$ cat src/rtl/player_pkg.sv
// player_pkg: shared types for the grid player controller.
//   state_t : controller states (IDLE/HOLD/REPEAT live in the repeat timer,
//             IDLE/DEAD/GAME_OVER in the top-level life control)
//   dir_t   : 2-bit direction code
//   qdir_t  : qualified direction = code plus a NONE flag
//   is_one_hot / qualify : switch qualification helpers
package player_pkg;

    typedef enum logic [2:0] {
        ST_IDLE      = 3'd0,
        ST_HOLD      = 3'd1,
        ST_REPEAT    = 3'd2,
        ST_DEAD      = 3'd3,
        ST_GAME_OVER = 3'd4
    } state_t;

    typedef enum logic [1:0] {
        DIR_UP = 2'd0,
        DIR_DN = 2'd1,
        DIR_LT = 2'd2,
        DIR_RT = 2'd3
    } dir_t;

    typedef struct packed {
        logic none;
        dir_t code;
    } qdir_t;

    localparam qdir_t QDIR_NONE = '{none: 1'b1, code: DIR_UP};

    // Switch vector order is {up, dn, lt, rt}.
    function automatic logic is_one_hot(input logic [3:0] sw);
        return (sw != 4'd0) && ((sw & (sw - 4'd1)) == 4'd0);
    endfunction

    // Zero or several switches high means no direction at all.
    function automatic qdir_t qualify(input logic [3:0] sw);
        qdir_t q;
        q = QDIR_NONE;
        if (is_one_hot(sw)) begin
            q.none = 1'b0;
            if (sw[3])      q.code = DIR_UP;
            else if (sw[2]) q.code = DIR_DN;
            else if (sw[1]) q.code = DIR_LT;
            else            q.code = DIR_RT;
        end
        return q;
    endfunction

endpackage

$ cat src/rtl/player_grid_mover_dir_repeat.sv
// dir_repeat: direction qualification, fresh-press detection and the
// press-then-auto-repeat timer.
//   clk, rst      : clock, asynchronous active-high reset
//   en            : high while the player is alive; low clears all history
//   up, dn, lt, rt: synchronised direction switches
//   step          : combinational single-cycle move strobe
//   step_dir      : direction of the move requested by step
module dir_repeat
    import player_pkg::*;
#(
    parameter int REPEAT_DELAY = 12500000,
    parameter int STEP_PERIOD  = 3125000
) (
    input  logic clk,
    input  logic rst,
    input  logic en,
    input  logic up,
    input  logic dn,
    input  logic lt,
    input  logic rt,
    output logic step,
    output dir_t step_dir
);

    localparam int CNT_MAX = (REPEAT_DELAY > STEP_PERIOD) ? REPEAT_DELAY : STEP_PERIOD;
    localparam int CNT_W   = $clog2(CNT_MAX + 1);
    localparam logic [CNT_W-1:0] DELAY_LAST  = CNT_W'(REPEAT_DELAY - 1);
    localparam logic [CNT_W-1:0] PERIOD_LAST = CNT_W'(STEP_PERIOD - 1);

    qdir_t            cur;
    qdir_t            prev;
    state_t           state;
    logic [CNT_W-1:0] cnt;
    logic             fresh;
    logic             expired;

    assign cur   = qualify({up, dn, lt, rt});
    assign fresh = !cur.none && (prev.none || (prev.code != cur.code));

    // NOTE: every variable written in always_comb gets a default first, so no
    // path leaves it unassigned and no latch is inferred.
    always_comb begin
        expired = 1'b0;
        case (state)
            ST_HOLD:   expired = (cnt == DELAY_LAST);
            ST_REPEAT: expired = (cnt == PERIOD_LAST);
            default:   expired = 1'b0;
        endcase
    end

    // A non-fresh valid direction can only be the one being held, so expiry
    // alone is enough to fire a repeat.
    assign step     = en && !cur.none && (fresh || expired);
    assign step_dir = cur.code;

    // NOTE: sequential state uses non-blocking assignments so every register
    // samples pre-edge values regardless of statement order.
    // NOTE: timers are reset too; an unreset counter could fire a spurious
    // repeat right after reset.
    always_ff @(posedge clk or posedge rst) begin
        if (rst) begin
            state <= ST_IDLE;
            cnt   <= '0;
            prev  <= QDIR_NONE;
        end else if (!en) begin
            // Clearing history makes a switch held across the respawn count
            // as a fresh press once the player is back.
            state <= ST_IDLE;
            cnt   <= '0;
            prev  <= QDIR_NONE;
        end else begin
            prev <= cur;
            if (cur.none) begin
                state <= ST_IDLE;
                cnt   <= '0;
            end else if (fresh) begin
                state <= ST_HOLD;
                cnt   <= '0;
            end else if (expired) begin
                state <= ST_REPEAT;
                cnt   <= '0;
            end else if (state != ST_IDLE) begin
                cnt <= cnt + CNT_W'(1);
            end
        end
    end

endmodule

$ cat src/rtl/player_grid_mover.sv
// player_grid_mover: tile-quantised player controller with auto-repeat,
// score, lives, respawn blanking and game over.
//   i_Clk, i_Rst          : clock, asynchronous active-high reset
//   i_Up/i_Dn/i_Lt/i_Rt   : synchronised direction switches
//   i_Has_Collided        : level, player overlaps a hazard
//   i_Restart             : pulse, honoured only in game over
//   o_Col/o_Row           : current tile; o_Pos_X/o_Pos_Y its pixel top-left
//   o_Score/o_Lives       : goals reached / lives remaining
//   o_Draw_Player         : sprite enable
//   o_Moved/o_Scored      : one-cycle pulses per accepted move / goal
//   o_Game_Over           : level, high while the game is over
module player_grid_mover
    import player_pkg::*;
#(
    parameter int TILE_SIZE      = 32,
    parameter int GRID_COLS      = 20,
    parameter int GRID_ROWS      = 15,
    parameter int START_COL      = 10,
    parameter int START_ROW      = 12,
    parameter int REPEAT_DELAY   = 12500000,
    parameter int STEP_PERIOD    = 3125000,
    parameter int RESPAWN_CYCLES = 25000000,
    parameter int LIVES_INI      = 3,
    parameter int SCORE_W        = 7
) (
    input  logic                             i_Clk,
    input  logic                             i_Rst,
    input  logic                             i_Up,
    input  logic                             i_Dn,
    input  logic                             i_Lt,
    input  logic                             i_Rt,
    input  logic                             i_Has_Collided,
    input  logic                             i_Restart,
    output logic [$clog2(GRID_COLS)-1:0]     o_Col,
    output logic [$clog2(GRID_ROWS)-1:0]     o_Row,
    output logic [9:0]                       o_Pos_X,
    output logic [9:0]                       o_Pos_Y,
    output logic [SCORE_W-1:0]               o_Score,
    output logic [$clog2(LIVES_INI+1)-1:0]   o_Lives,
    output logic                             o_Draw_Player,
    output logic                             o_Moved,
    output logic                             o_Scored,
    output logic                             o_Game_Over
);

    localparam int COL_W   = $clog2(GRID_COLS);
    localparam int ROW_W   = $clog2(GRID_ROWS);
    localparam int LIVES_W = $clog2(LIVES_INI + 1);
    localparam int TILE_SH = $clog2(TILE_SIZE);
    localparam int RSP_W   = $clog2(RESPAWN_CYCLES + 1);

    localparam logic [COL_W-1:0]   START_C    = COL_W'(START_COL);
    localparam logic [ROW_W-1:0]   START_R    = ROW_W'(START_ROW);
    localparam logic [COL_W-1:0]   LAST_COL   = COL_W'(GRID_COLS - 1);
    localparam logic [ROW_W-1:0]   LAST_ROW   = ROW_W'(GRID_ROWS - 1);
    localparam logic [LIVES_W-1:0] LIVES_FULL = LIVES_W'(LIVES_INI);
    localparam logic [SCORE_W-1:0] SCORE_MAX  = '1;
    localparam logic [RSP_W-1:0]   RSP_LAST   = RSP_W'(RESPAWN_CYCLES - 1);

    state_t           state;
    logic [RSP_W-1:0] rsp_cnt;
    logic             alive;
    logic             step;
    dir_t             step_dir;
    logic             move_ok;
    logic             goal;
    logic [COL_W-1:0] next_col;
    logic [ROW_W-1:0] next_row;

    assign alive = (state == ST_IDLE);

    dir_repeat #(
        .REPEAT_DELAY (REPEAT_DELAY),
        .STEP_PERIOD  (STEP_PERIOD)
    ) u_dir_repeat (
        .clk      (i_Clk),
        .rst      (i_Rst),
        .en       (alive),
        .up       (i_Up),
        .dn       (i_Dn),
        .lt       (i_Lt),
        .rt       (i_Rt),
        .step     (step),
        .step_dir (step_dir)
    );

    // Edge check and next tile for the requested direction.
    always_comb begin
        move_ok  = 1'b0;
        next_col = o_Col;
        next_row = o_Row;
        case (step_dir)
            DIR_UP: if (o_Row != '0)       begin move_ok = 1'b1; next_row = o_Row - ROW_W'(1); end
            DIR_DN: if (o_Row != LAST_ROW) begin move_ok = 1'b1; next_row = o_Row + ROW_W'(1); end
            DIR_LT: if (o_Col != '0)       begin move_ok = 1'b1; next_col = o_Col - COL_W'(1); end
            DIR_RT: if (o_Col != LAST_COL) begin move_ok = 1'b1; next_col = o_Col + COL_W'(1); end
            default: move_ok = 1'b0;
        endcase
    end

    assign goal = (step_dir == DIR_UP) && (o_Row == ROW_W'(1));

    // Pixel coordinates are pure shifts of the registered tile, so they can
    // never disagree with o_Col/o_Row.
    assign o_Pos_X = 10'(o_Col) << TILE_SH;
    assign o_Pos_Y = 10'(o_Row) << TILE_SH;

    always_ff @(posedge i_Clk or posedge i_Rst) begin
        if (i_Rst) begin
            state         <= ST_IDLE;
            rsp_cnt       <= '0;
            o_Col         <= START_C;
            o_Row         <= START_R;
            o_Score       <= '0;
            o_Lives       <= LIVES_FULL;
            o_Draw_Player <= 1'b1;
            o_Moved       <= 1'b0;
            o_Scored      <= 1'b0;
            o_Game_Over   <= 1'b0;
        end else begin
            o_Moved  <= 1'b0;
            o_Scored <= 1'b0;
            case (state)
                ST_DEAD: begin
                    if (rsp_cnt == RSP_LAST) begin
                        state         <= ST_IDLE;
                        rsp_cnt       <= '0;
                        o_Draw_Player <= 1'b1;
                    end else begin
                        rsp_cnt <= rsp_cnt + RSP_W'(1);
                    end
                end
                ST_GAME_OVER: begin
                    if (i_Restart) begin
                        state       <= ST_DEAD;
                        rsp_cnt     <= '0;
                        o_Lives     <= LIVES_FULL;
                        o_Score     <= '0;
                        o_Col       <= START_C;
                        o_Row       <= START_R;
                        o_Game_Over <= 1'b0;
                    end
                end
                default: begin
                    // Collision outranks any move requested in the same cycle.
                    if (i_Has_Collided) begin
                        o_Lives       <= o_Lives - LIVES_W'(1);
                        o_Col         <= START_C;
                        o_Row         <= START_R;
                        o_Draw_Player <= 1'b0;
                        rsp_cnt       <= '0;
                        if (o_Lives == LIVES_W'(1)) begin
                            state       <= ST_GAME_OVER;
                            o_Game_Over <= 1'b1;
                        end else begin
                            state <= ST_DEAD;
                        end
                    end else if (step && move_ok) begin
                        o_Moved <= 1'b1;
                        if (goal) begin
                            o_Scored <= 1'b1;
                            o_Col    <= START_C;
                            o_Row    <= START_R;
                            if (o_Score != SCORE_MAX) o_Score <= o_Score + SCORE_W'(1);
                        end else begin
                            o_Col <= next_col;
                            o_Row <= next_row;
                        end
                    end
                end
            endcase
        end
    end

endmodule

$ cat config.mk
export PLATFORM = sky130hd
export DESIGN_NAME = player_grid_mover
export DESIGN_NICKNAME = d
export VERILOG_FILES = /design/src/rtl/player_pkg.sv /design/src/rtl/player_grid_mover_dir_repeat.sv /design/src/rtl/player_grid_mover.sv
export SDC_FILE = /design/constraint.sdc
export NUM_CORES = 1
export LEC_CHECK = 0
export BUFFER_PORTS_ARGS = -buffer_cell sky130_fd_sc_hd__buf_2
export CAP_MARGIN = 20
export CORE_ASPECT_RATIO = 0.8
export CORE_MARGIN = 5
export CORE_UTILIZATION = 35
export CTS_CLUSTER_DIAMETER = 40
export DETAILED_ROUTE_END_ITERATION = 8
export HOLD_SLACK_MARGIN = 0.02
export PLACE_DENSITY_LB_ADDON = 0.12
export SLEW_MARGIN = 25
export SYNTH_ARGS = -nofsm -noshare
export SYNTH_HDL_FRONTEND = slang
export SYNTH_SLANG_ARGS = --single-unit
$ cat constraint.sdc
create_clock -name i_Clk -period 7.5 [get_ports i_Clk]
set_input_delay 1.5 -clock i_Clk [delete_from_list [all_inputs] [get_ports i_Clk]]
set_output_delay 1.5 -clock i_Clk [all_outputs]
set_load 0.02 [all_outputs]
==> results of run 1 <==
[report_power, final]
| part | total (mW) | internal [mW] | switching [mW] |
|---|---|---|---|
| clock network | 0.514 | 0.344 | 0.170 |
| registers | 0.477 | 0.452 | 0.0247 |
| logic | 0.307 | 0.0934 | 0.214 |
[tightest hold or removal path: cells and delay by family (launching register included)]
family,cells,cell delay (ns)
flip-flops,1,0.34
AND/OR/NAND/NOR,1,0.07
AO/OA/AOI/OAI,1,0.05
[placed cells by master (no fill, tap or decap), types with 3 or more instances in the layout]
| cell type | netlist | layout |
|---|---|---|
| nand4b_1 | 3 | 3 |
| o31ai_1 | 6 | 6 |
| nand4_1 | 17 | 17 |
| clkbuf_16 | 0 | 9 |
| and4_1 | 3 | 3 |
| nor2_1 | 63 | 63 |
| and3_1 | 7 | 7 |
| nor4b_1 | 4 | 4 |
| xnor2_1 | 15 | 15 |
| nand2_1 | 45 | 45 |
| buf_2 | 4 | 38 |
| or3_1 | 9 | 9 |
| a21o_1 | 3 | 3 |
| xor2_1 | 25 | 25 |
| nor4_1 | 13 | 13 |
| nor3b_1 | 4 | 4 |
| mux2i_1 | 4 | 4 |
| dfrtp_1 | 70 | 70 |
| inv_1 | 24 | 23 |
| a21oi_1 | 14 | 14 |
| o21ai_0 | 23 | 23 |
| nand2b_1 | 3 | 3 |
| nor4bb_1 | 3 | 3 |
| conb_1 | 1 | 11 |
| bufinv_16 | 0 | 3 |
| dfstp_2 | 8 | 8 |
| ha_1 | 17 | 17 |
| nand3b_1 | 3 | 3 |
| o41ai_1 | 3 | 3 |
| nand3_1 | 20 | 20 |
| nor2b_1 | 5 | 5 |
| o211ai_1 | 3 | 3 |
| a31oi_1 | 6 | 6 |
| nor3_1 | 8 | 8 |
[registers in the layout, indices dropped and copies added, names as in the netlist]
name,count
o_Lives,2
rsp_cnt,25
state,2
o_Col,5
o_Moved,1
u_dir_repeat.cnt,24
u_dir_repeat.prev,3
u_dir_repeat.state,2
o_Draw_Player,1
o_Score,7
o_Scored,1
o_Row,4
o_Game_Over,1
[per-layer routing]
| layer | global-route usage (%) | vias up |
|---|---|---|
| met5 | 0 | - |
| met3 | 3.62 | 8 |
| met1 | 21.5 | 1886 |
| li1 | - | 1899 |
| met4 | 3.64 | 0 |
| met2 | 22.2 | 61 |
[final cells by class]
class,count,area [µm²],area share [%]
clock inverters,3,90.1,1.66
flip-flops and latches,78,1960,36.2
clock buffers,13,260,4.80
well taps,180,225,4.15
inverters,25,95.1,1.75
repair buffers,39,201,3.71
multi-input cells,395,2590,47.7
[cells by family after synthesis]
logic type / Yosys count / synth area share, %
compound gates: 92 / 14.1
xor+xnor: 41 / 7.55
fa+ha+maj: 18 / 4.79
buf+inv: 60 / 7.06
flops: 78 / 40.4
mux: 4 / 0.825
other cells: 1 / 0.0772
simple gates: 229 / 25.2
[final timing paths]
kind | from | end | depth (start not counted) | slack (ns)
setup reg to reg | state[1] | o_Score[3] | 8 | 4.56
max in group asynchronous | i_Rst | state[1] | 3 | 5.65
hold / removal | o_Game_Over | o_Game_Over | 2 | 0.49
min in group asynchronous | i_Rst | rsp_cnt[14] | 3 | 1.36
hold reg to reg | o_Game_Over | o_Game_Over | 2 | 0.49
setup / recovery | i_Up | o_Col[0] | 8 | 3.81
[metrics by stage]
stage | std cells | utilization, % | hold WS, ns | setup WS (ns) | instance area (µm²)
5_1_grt | 733 | 39.9 | 0.534 | 3.59 | 5420
6_report | 733 | 39.9 | 0.495 | 3.81 | 5420
3_3_place_gp | 717 | 37.3 | 0.487 | 3.58 | 5070
2_1_floorplan | 533 | - | 0.471 | 3.84 | 4890
3_5_place_dp | 717 | 37.3 | 0.482 | 3.45 | 5070
4_1_cts | 733 | 39.9 | 0.496 | 3.82 | 5420
==> results.tsv, run 1 <==
metric	value	unit
status	complete, no violations	
core_area	0.0136	mm²
synth_top_area_share	36.1	%
top_layer_used	met4	
grt_usage	14.8	%
die_x	142	µm
ir_worst_vdd	0.118	mV
dieHeight	115	µm
ys_seq_area_share	40.4	%
clk_path_buf_depth	2	
rsz0062_at_grt	no	
hold_class	reg2reg	
crit_chain	buf_2 -> or2_2 -> nor2_1 -> o21a_2 -> inv_2 -> a211oi_2 -> a31oi_1 -> a221o_1	
nets	574	
finalMaxSlewViolations	0	
grt_max_degree	79	
cts_tree	built	
required	7.72	ns
routedWlPerCell	15.6	µm
h-tree-depth	3	
fmaxAchievable	271	MHz
synth_cell_type_count	79	
drtIter0Drc	230	
worstMarginPinSlew	0.860	ns
via_per_inst	5.26	
fin_crit	3.69	ns
grt_pass1_vias	3796	
synthTopCellsByArea	dfrtp_1, nor2_1, xor2_1	
post_cts.repair.setup_buffers	0	
routed_wl	11500	µm
slowest_stage	a211oi_2	
cts-resized-gates	0	
dr.pass1.iters	4	
hpwl	8260	µm
cp_num_buf_inv	2	
max-slew-margin-rel	42.2	%
p_leak	2.22	nW
n_antenna_cell	0	
cts.reportedPaths.clkPinSlew	0.06	ns
drv_cap	0	
met1_length	5900	µm
ys_ff_latch	78	
drcViolationCount	0	
antenna_found_initial	0	
powerDensity	239	mW/mm²
met2_length	4960	µm
startpoint_type	input port	
vias	3854	
slowest_delay	0.65	ns
io_pins	50	
synthCells	523	
initial_core_util	35.7	%
synth_edf_count	0	
cts_hold_buf	0	
ys_top_cells_by_count	dfrtp_1, nor2_1, nand2_1	
synth_area_leader_cell	dfrtp_1	
crit_family	compound AO/OA/AOI/OAI gates	
async_reset_ff_share	100	%
drive_gt1_share	15.2	%
arrival	3.91	ns
gp_congestion	0.826	
root_buffer	clkbuf_16	
finalHoldViolations	0	
area_delta_synth_final	11.7	%
timing.setup.tns	0	ns
numClockSinks	78	
clk_latency	0.34	ns
path_max_fanout	13	
finalClockSkew	0.00882	ns
met3_length	482	µm
totalPowerFinal	1.30	mW
ant_nets	0	
nFillCells	1400	
io_buffers	38	
num_rows	38	
finalSetupViolCount	0	
grt_pass1_wl	19400	µm
synth_most_common_cell	dfrtp_1	
synthesis.area	0.00486	mm²
synthFlopType	dfrtp_1	
cts_inserted_buffers	9	
ys_warn_count	0	
cp-end-kind	flop	
worstSetupPathType	in2reg	
dieArea	0.0163	mm²
avgSynthCellArea	9.28	µm²
fin_crit_sh	49.2	%
grt-ovfl-total	0	
(Power assumes the default switching activity.)
==> run 2, diff against run 1 <==
--- a/config.mk
+++ b/config.mk
@@ -5,6 +5,7 @@
 export SDC_FILE = /design/constraint.sdc
 export NUM_CORES = 1
 export LEC_CHECK = 0
+export ABC_AREA = 1
 export BUFFER_PORTS_ARGS = -buffer_cell sky130_fd_sc_hd__buf_2
 export CAP_MARGIN = 20
 export CORE_ASPECT_RATIO = 0.8
==> constraint.sdc (replaced) <==
create_clock -name i_Clk -period 3.7 [get_ports i_Clk]
set_input_delay 0.74 -clock i_Clk [delete_from_list [all_inputs] [get_ports i_Clk]]
set_output_delay 0.74 -clock i_Clk [all_outputs]
set_load 0.02 [all_outputs]
==> results.tsv, run 2 <==
metric	value	unit	change
n_antenna_cell	0		unchanged
synth_edf_count	0		unchanged
synthCells	653		was 523
largest_register_ffs	25		unchanged
io_pins	50		unchanged
largest-register	rsp_cnt		unchanged
finalMaxSlewViolations	0		unchanged
routedWlPerCell	13.4	µm	was 15.6 µm
synth_top_family_by_area	simple AND/OR/NAND/NOR gates		unchanged
grt-ovfl-total	0		unchanged
worstSetupPathType	reg2reg		was in2reg
powerDensity	579	mW/mm²	was 239 mW/mm²
drv_cap	0		unchanged
clk_latency	0.34	ns	about the same
timing.setup.tns	0	ns	unchanged
synth_xor_area_share	4.26	%	was 7.55%
worstSetupPathDepth	11		was 8
crit_start	state[1]		was i_Up
vias	4249		was 3,854
synthMuxAreaShare	0.228	%	was 0.825%
via_per_inst	4.88		was 5.26
finalHoldViolations	0		unchanged
drcViolationCount	0		unchanged
grt_pass1_vias	4272		was 3,796
routed_wl	11700	µm	was 11,500 µm
synthTopCellsByArea	dfrtp_1, nand2_1, nor2_1		was dfrtp_1, nor2_1, xor2_1
rsz0062_at_grt	no		unchanged
synth-compound-area-share	8.57	%	was 14.1%
top_layer_used	met4		unchanged
met3_length	534	µm	was 482 µm
area_delta_synth_final	11.6	%	was 11.7%
cp-end-kind	flop		unchanged
synthSimpleGateAreaFrac	32.2	%	was 25.2%
core_area	0.0137	mm²	was 0.0136 mm²
pre_cts_ws	0.893	ns	was 3.45 ns
cts-resized-gates	0		unchanged
num_rows	38		unchanged
rr_startpoint	state[1]		unchanged
synthFlopType	dfrtp_1		unchanged
hold_class	in2async		was reg2reg
hpwl	8630	µm	was 8260 µm
dr.pass1.iters	4		unchanged
dieHeight	116	µm	was 115 µm
drive_gt1_share	13.0	%	was 15.2%
fin_ws	0.835	ns	was 3.81 ns
avgSynthCellArea	7.56	µm²	was 9.28 µm²
synth_area_leader_cell	dfrtp_1		unchanged
cp_num_buf_inv	1		was 2
synthesis.area	0.00493	mm²	was 0.00486 mm²
path_max_fanout	14		was 13
crit_chain	inv_1 -> ha_1 -> nor2_2 -> a21oi_4 -> nand3_1 -> nor2_1 -> nand3_1 -> nor2_1 -> nand2_1 -> o21ai_0 -> a21oi_1		was buf_2 -> or2_2 -> nor2_1 -> o21a_2 -> inv_2 -> a211oi_2 -> a31oi_1 -> a221o_1
synth_most_common_cell	nand2_1		was dfrtp_1
io_buffers	38		unchanged
antenna_found_initial	0		unchanged
crit_family	simple AND/OR/NAND/NOR gates		was compound AO/OA/AOI/OAI gates
synth_top_area_share	35.5	%	was 36.1%
slowest_stage	ha_1		was a211oi_2
grt_pass1_wl	20500	µm	was 19,400 µm
required	3.93	ns	was 7.72 ns
totalPowerFinal	3.19	mW	was 1.30 mW
dieArea	0.0166	mm²	was 0.0163 mm²
fin_crit_sh	77.4	%	
finalClockSkew	0.00954	ns	was 0.00882 ns
ant_nets	0		unchanged
met2_length	5170	µm	was 4960 µm
final_cell_mix	nand2_1, nor2_1, inv_1		was dfrtp_1, nor2_1, nand2_1
startpoint_type	flop		was input port
synthAdderAreaFrac	4.72	%	was 4.79%
critPathCapture	rsp_cnt[22]		was o_Col[0]
reg2reg_slack	0.83	ns	was 4.56 ns
initial_core_util	36.0	%	was 35.7%
ys_seq_area_share	39.8	%	was 40.4%
grt_usage	15.1	%	was 14.8%
post_cts.repair.setup_buffers	0		unchanged
ys_ff_latch	78		unchanged
drtIter0Drc	328		was 230
root_buffer	clkbuf_16		unchanged
die_x	143	µm	was 142 µm
fin_crit	2.87	ns	
fmaxAchievable	349	MHz	
reg2reg_depth	11		was 8
ir_worst_vdd	0.402	mV	was 0.118 mV
clk_path_buf_depth	2		unchanged
grt_max_degree	61		was 79
status	complete, no violations		unchanged
cts.reportedPaths.clkPinSlew	0.07	ns	was 0.06 ns
cts_inserted_buffers	9		unchanged
slowest_delay	0.50	ns	was 0.65 ns
gp_congestion	0.841		was 0.826
h-tree-depth	3		unchanged
numClockSinks	78		unchanged
async_reset_ff_share	100	%	unchanged
r2r-end	rsp_cnt[22]		was o_Score[3]
ys_top_cells_by_count	nand2_1, nor2_1, inv_1		was dfrtp_1, nor2_1, nand2_1
worstMarginPinSlew	0.548	ns	was 0.860 ns
arrival	3.09	ns	was 3.91 ns
finalSetupViolCount	0		unchanged
ys_warn_count	0		unchanged
nets	712		was 574
synth_cell_type_count	46		was 79
cts_hold_buf	0		unchanged
max-slew-margin-rel	63.1	%	was 42.2%
cts_tree	built		unchanged
p_leak	2.53	nW	was 2.22 nW
final_common_cell	nand2_1		was dfrtp_1
met1_length	5850	µm	was 5900 µm
largest_registers	rsp_cnt x25, u_dir_repeat.cnt x24, o_Score x7		unchanged
run 2: stage by stage:
stage | util [%] | instance area [µm²] | std cells | hold WS, ns
final | 40.2 | 5510 | 871 | 0.458
after global routing | 40.2 | 5510 | 871 | 0.512
after CTS | 40.2 | 5510 | 871 | 0.481
after detailed placement | 38.1 | 5220 | 855 | 0.495
after global placement | 38.1 | 5210 | 855 | 0.491
after floorplan | - | 4970 | 663 | 0.455
run 2: how the worst min path moves through the flow:
stage / startpoint / endpoint / cells after the start
detailed placement: o_Col[3] / o_Col[3] / 2
finish: i_Rst / u_dir_repeat.cnt[21] / 2
floorplan: rsp_cnt[20] / rsp_cnt[20] / 1
CTS: i_Rst / state[2] / 2
global route: i_Rst / o_Score[5] / 2
global placement: o_Col[3] / o_Col[3] / 2
run 2: cell type report:
class	count	area, µm²
Clock buffer	9	225
Clock inverter	7	63.8
Fill cell	1444	8190
Inverter	82	313
Multi-Input combinational cell	474	2500
Sequential cell	78	1960
Tap cell	180	225
Timing Repair Buffer	41	213
run 2: where the power goes:
group          internal [mW]  switching, mW  leakage (nW)
Combinational          0.384          0.828          1.34
Sequential             0.981          0.131          1.05
Clock                  0.470          0.394         0.143
Total                   1.83           1.35          2.53
run 2: kinds of logic (layout without fill, tap and decap cells):
| group | count (synthesis) | count (layout) |
|---|---|---|
| AND/OR/NAND/NOR | 348 | 348 |
| buffers and inverters | 111 | 139 |
| flip-flops | 78 | 78 |
| AO/OA/AOI/OAI | 72 | 72 |
| XOR/XNOR | 24 | 24 |
| adder cells (fa/ha/maj) | 18 | 18 |
| other | 1 | 11 |
| multiplexers | 1 | 1 |
run 2: layer usage:
| metal | global-route usage, % | up-vias |
|---|---|---|
| li1 | - | 2162 |
| met1 | 20.6 | 1970 |
| met2 | 24.4 | 103 |
| met3 | 3.15 | 14 |
| met4 | 4.05 | 0 |
| met5 | 0 | - |
==> run 3, diff against run 2 <==
--- a/config.mk
+++ b/config.mk
@@ -5,7 +5,7 @@
 export SDC_FILE = /design/constraint.sdc
 export NUM_CORES = 1
 export LEC_CHECK = 0
-export ABC_AREA = 1
+export ABC_AREA = 0
 export BUFFER_PORTS_ARGS = -buffer_cell sky130_fd_sc_hd__buf_2
 export CAP_MARGIN = 20
 export CORE_ASPECT_RATIO = 0.8
==> constraint.sdc (replaced) <==
create_clock -name i_Clk -period 3 [get_ports i_Clk]
set_input_delay 0.6 -clock i_Clk [delete_from_list [all_inputs] [get_ports i_Clk]]
set_output_delay 0.6 -clock i_Clk [all_outputs]
set_load 0.02 [all_outputs]
==> results.tsv, run 3 (synthesized netlist as in run 1, its figures left out) <==
metric	value	unit	change
dpl.cell_count	739		was 855
switching_power	1.05	mW	was 1.35 mW
fin_crit	2.65	ns	was 2.87 ns
rsz0062_at_grt	no		unchanged
largest-register	rsp_cnt		unchanged
p_leak	2.31	nW	was 2.53 nW
worstMarginPinSlew	0.685	ns	was 0.548 ns
grt-ovfl-total	0		unchanged
area_delta_synth_final	14.3	%	was 11.6%
drive_gt1_share	18.4	%	was 13.0%
drtIter0Drc	291		was 328
reg2reg_depth	10		was 11
instances_no_fill	755		was 871
hold_class	in2async		unchanged
required	3.26	ns	was 3.93 ns
fin_crit_sh	88.2	%	was 77.4%
nFillCells	1382		was 1,444
grt_usage	15.3	%	was 15.1%
largest_registers	rsp_cnt x25, u_dir_repeat.cnt x24, o_Score x7		unchanged
ir_worst_vdd	0.330	mV	was 0.402 mV
final_common_cell	dfrtp_1		was nand2_1
grt_pass1_vias	4008		was 4,272
crit_start	o_Row[1]		was state[1]
clk_path_buf_depth	2		unchanged
nets	596		was 712
die_x	142	µm	was 143 µm
max-slew-margin-rel	53.9	%	was 63.1%
dieArea	0.0163	mm²	was 0.0166 mm²
status	complete, no violations		unchanged
via_per_inst	5.30		was 4.88
root_buffer	clkbuf_16		unchanged
cp-end-kind	flop		unchanged
cts_inserted_buffers	9		unchanged
timing.setup.tns	0	ns	unchanged
num_rows	38		unchanged
dr.pass1.iters	4		unchanged
core_area	0.0136	mm²	was 0.0137 mm²
r2r-end	o_Score[5]		was rsp_cnt[22]
vias	4001		was 4,249
dieHeight	115	µm	was 116 µm
post_cts.repair.setup_buffers	0		unchanged
initial_core_util	35.7	%	was 36.0%
power_frac_seq	37.5	%	was 34.9%
p_int	2.11	mW	was 1.84 mW
cts.reportedPaths.clkPinSlew	0.06	ns	was 0.07 ns
path_max_fanout	6		was 14
pwr-share-comb	26.9	%	was 38.0%
rr_startpoint	o_Row[1]		was state[1]
io_buffers	38		unchanged
ant_nets	0		unchanged
finalSetupViolCount	0		unchanged
io_pins	50		unchanged
finalClockSkew	0.00764	ns	was 0.00954 ns
n_antenna_cell	0		unchanged
arrival	2.91	ns	was 3.09 ns
finalMaxSlewViolations	0		unchanged
startpoint_type	flop		unchanged
gp_congestion	0.835		was 0.841
h-tree-depth	3		unchanged
routed_wl	12000	µm	was 11,700 µm
routedWlPerCell	15.9	µm	was 13.4 µm
cts_tree	built		unchanged
cts-resized-gates	0		unchanged
cts_hold_buf	0		unchanged
drv_cap	0		unchanged
final_cell_mix	dfrtp_1, nor2_1, nand2_1		was nand2_1, nor2_1, inv_1
grt_max_degree	50		was 61
grt_pass1_wl	20300	µm	was 20,500 µm
switching_share	33.2	%	was 42.4%
antenna_found_initial	0		unchanged
reg2reg_slack	0.35	ns	was 0.83 ns
hpwl	8840	µm	was 8630 µm
finalHoldViolations	0		unchanged
fmaxAchievable	378	MHz	was 349 MHz
worstSetupPathType	reg2reg		unchanged
largest_register_ffs	25		unchanged
power_frac_clock	35.6	%	was 27.1%
clk_latency	0.33	ns	was 0.34 ns
powerDensity	570	mW/mm²	was 579 mW/mm²
drcViolationCount	0		unchanged
numClockSinks	78		unchanged
-- run 3: routing by layer --
layer | track usage (%) | share of wire (%) | vias up | wire length [µm]
met5 | 0 | 0 | - | 0
met4 | 2.94 | 0.72 | 0 | 87
met3 | 3.24 | 3.9 | 10 | 466
met2 | 22.9 | 43 | 79 | 5190
met1 | 23.0 | 52 | 1966 | 6280
li1 | - | - | 1946 | -
-- run 3: critical path, cell delays in order (launching register included) --
cell,delay [ns]
dfrtp_1,0.38
inv_1,0.09
ha_1,0.14
nor3b_1,0.28
buf_4,0.17
o211ai_1,0.16
a2111oi_2,0.28
buf_4,0.20
o2111ai_4,0.19
nor4b_1,0.47
mux2i_1,0.23
-- run 3: through the flow --
step / total power [mW] / worst slack [ns] / instance area, µm² / utilization, % / hold WS (ns)
floorplan: 1.80 / 0.242 / 4890 / - / 0.471
global placement: 2.05 / 0.202 / 5250 / 38.6 / 0.495
detailed placement: 2.05 / 0.159 / 5250 / 38.6 / 0.497
CTS: 3.20 / 0.323 / 5550 / 40.8 / 0.312
global route: 3.36 / 0.166 / 5550 / 40.8 / 0.347
finish: 3.16 / 0.354 / 5550 / 40.8 / 0.300
-- run 3: cell type report --
class | instances | area, µm² | area share, %
multi-input combinational | 395 | 2590 | 46.7
sequential | 78 | 1960 | 35.4
timing repair buffer | 61 | 375 | 6.76
clock buffer | 13 | 260 | 4.69
tap | 180 | 225 | 4.06
inverter | 25 | 95.1 | 1.71
clock inverter | 3 | 42.5 | 0.767
-- run 3: power groups by stage --
| stage | combinational [mW] | clock [mW] | sequential (mW) |
|---|---|---|---|
| final | 0.850 | 1.13 | 1.19 |
| after global routing | 0.957 | 1.21 | 1.20 |
| after CTS | 0.853 | 1.16 | 1.19 |
| after detailed placement | 0.850 | 0 | 1.20 |
| after global placement | 0.846 | 0 | 1.20 |
| after floorplan | 0.563 | 0 | 1.23 |
-- run 3: worst max-delay path by stage --
stage / cells past startpoint / end
4_1_cts: 9 / o_Score[5]
3_5_place_dp: 10 / o_Col[4]
3_3_place_gp: 10 / o_Col[4]
2_1_floorplan: 10 / o_Col[4]
6_report: 10 / o_Score[5]
5_1_grt: 10 / o_Score[5]
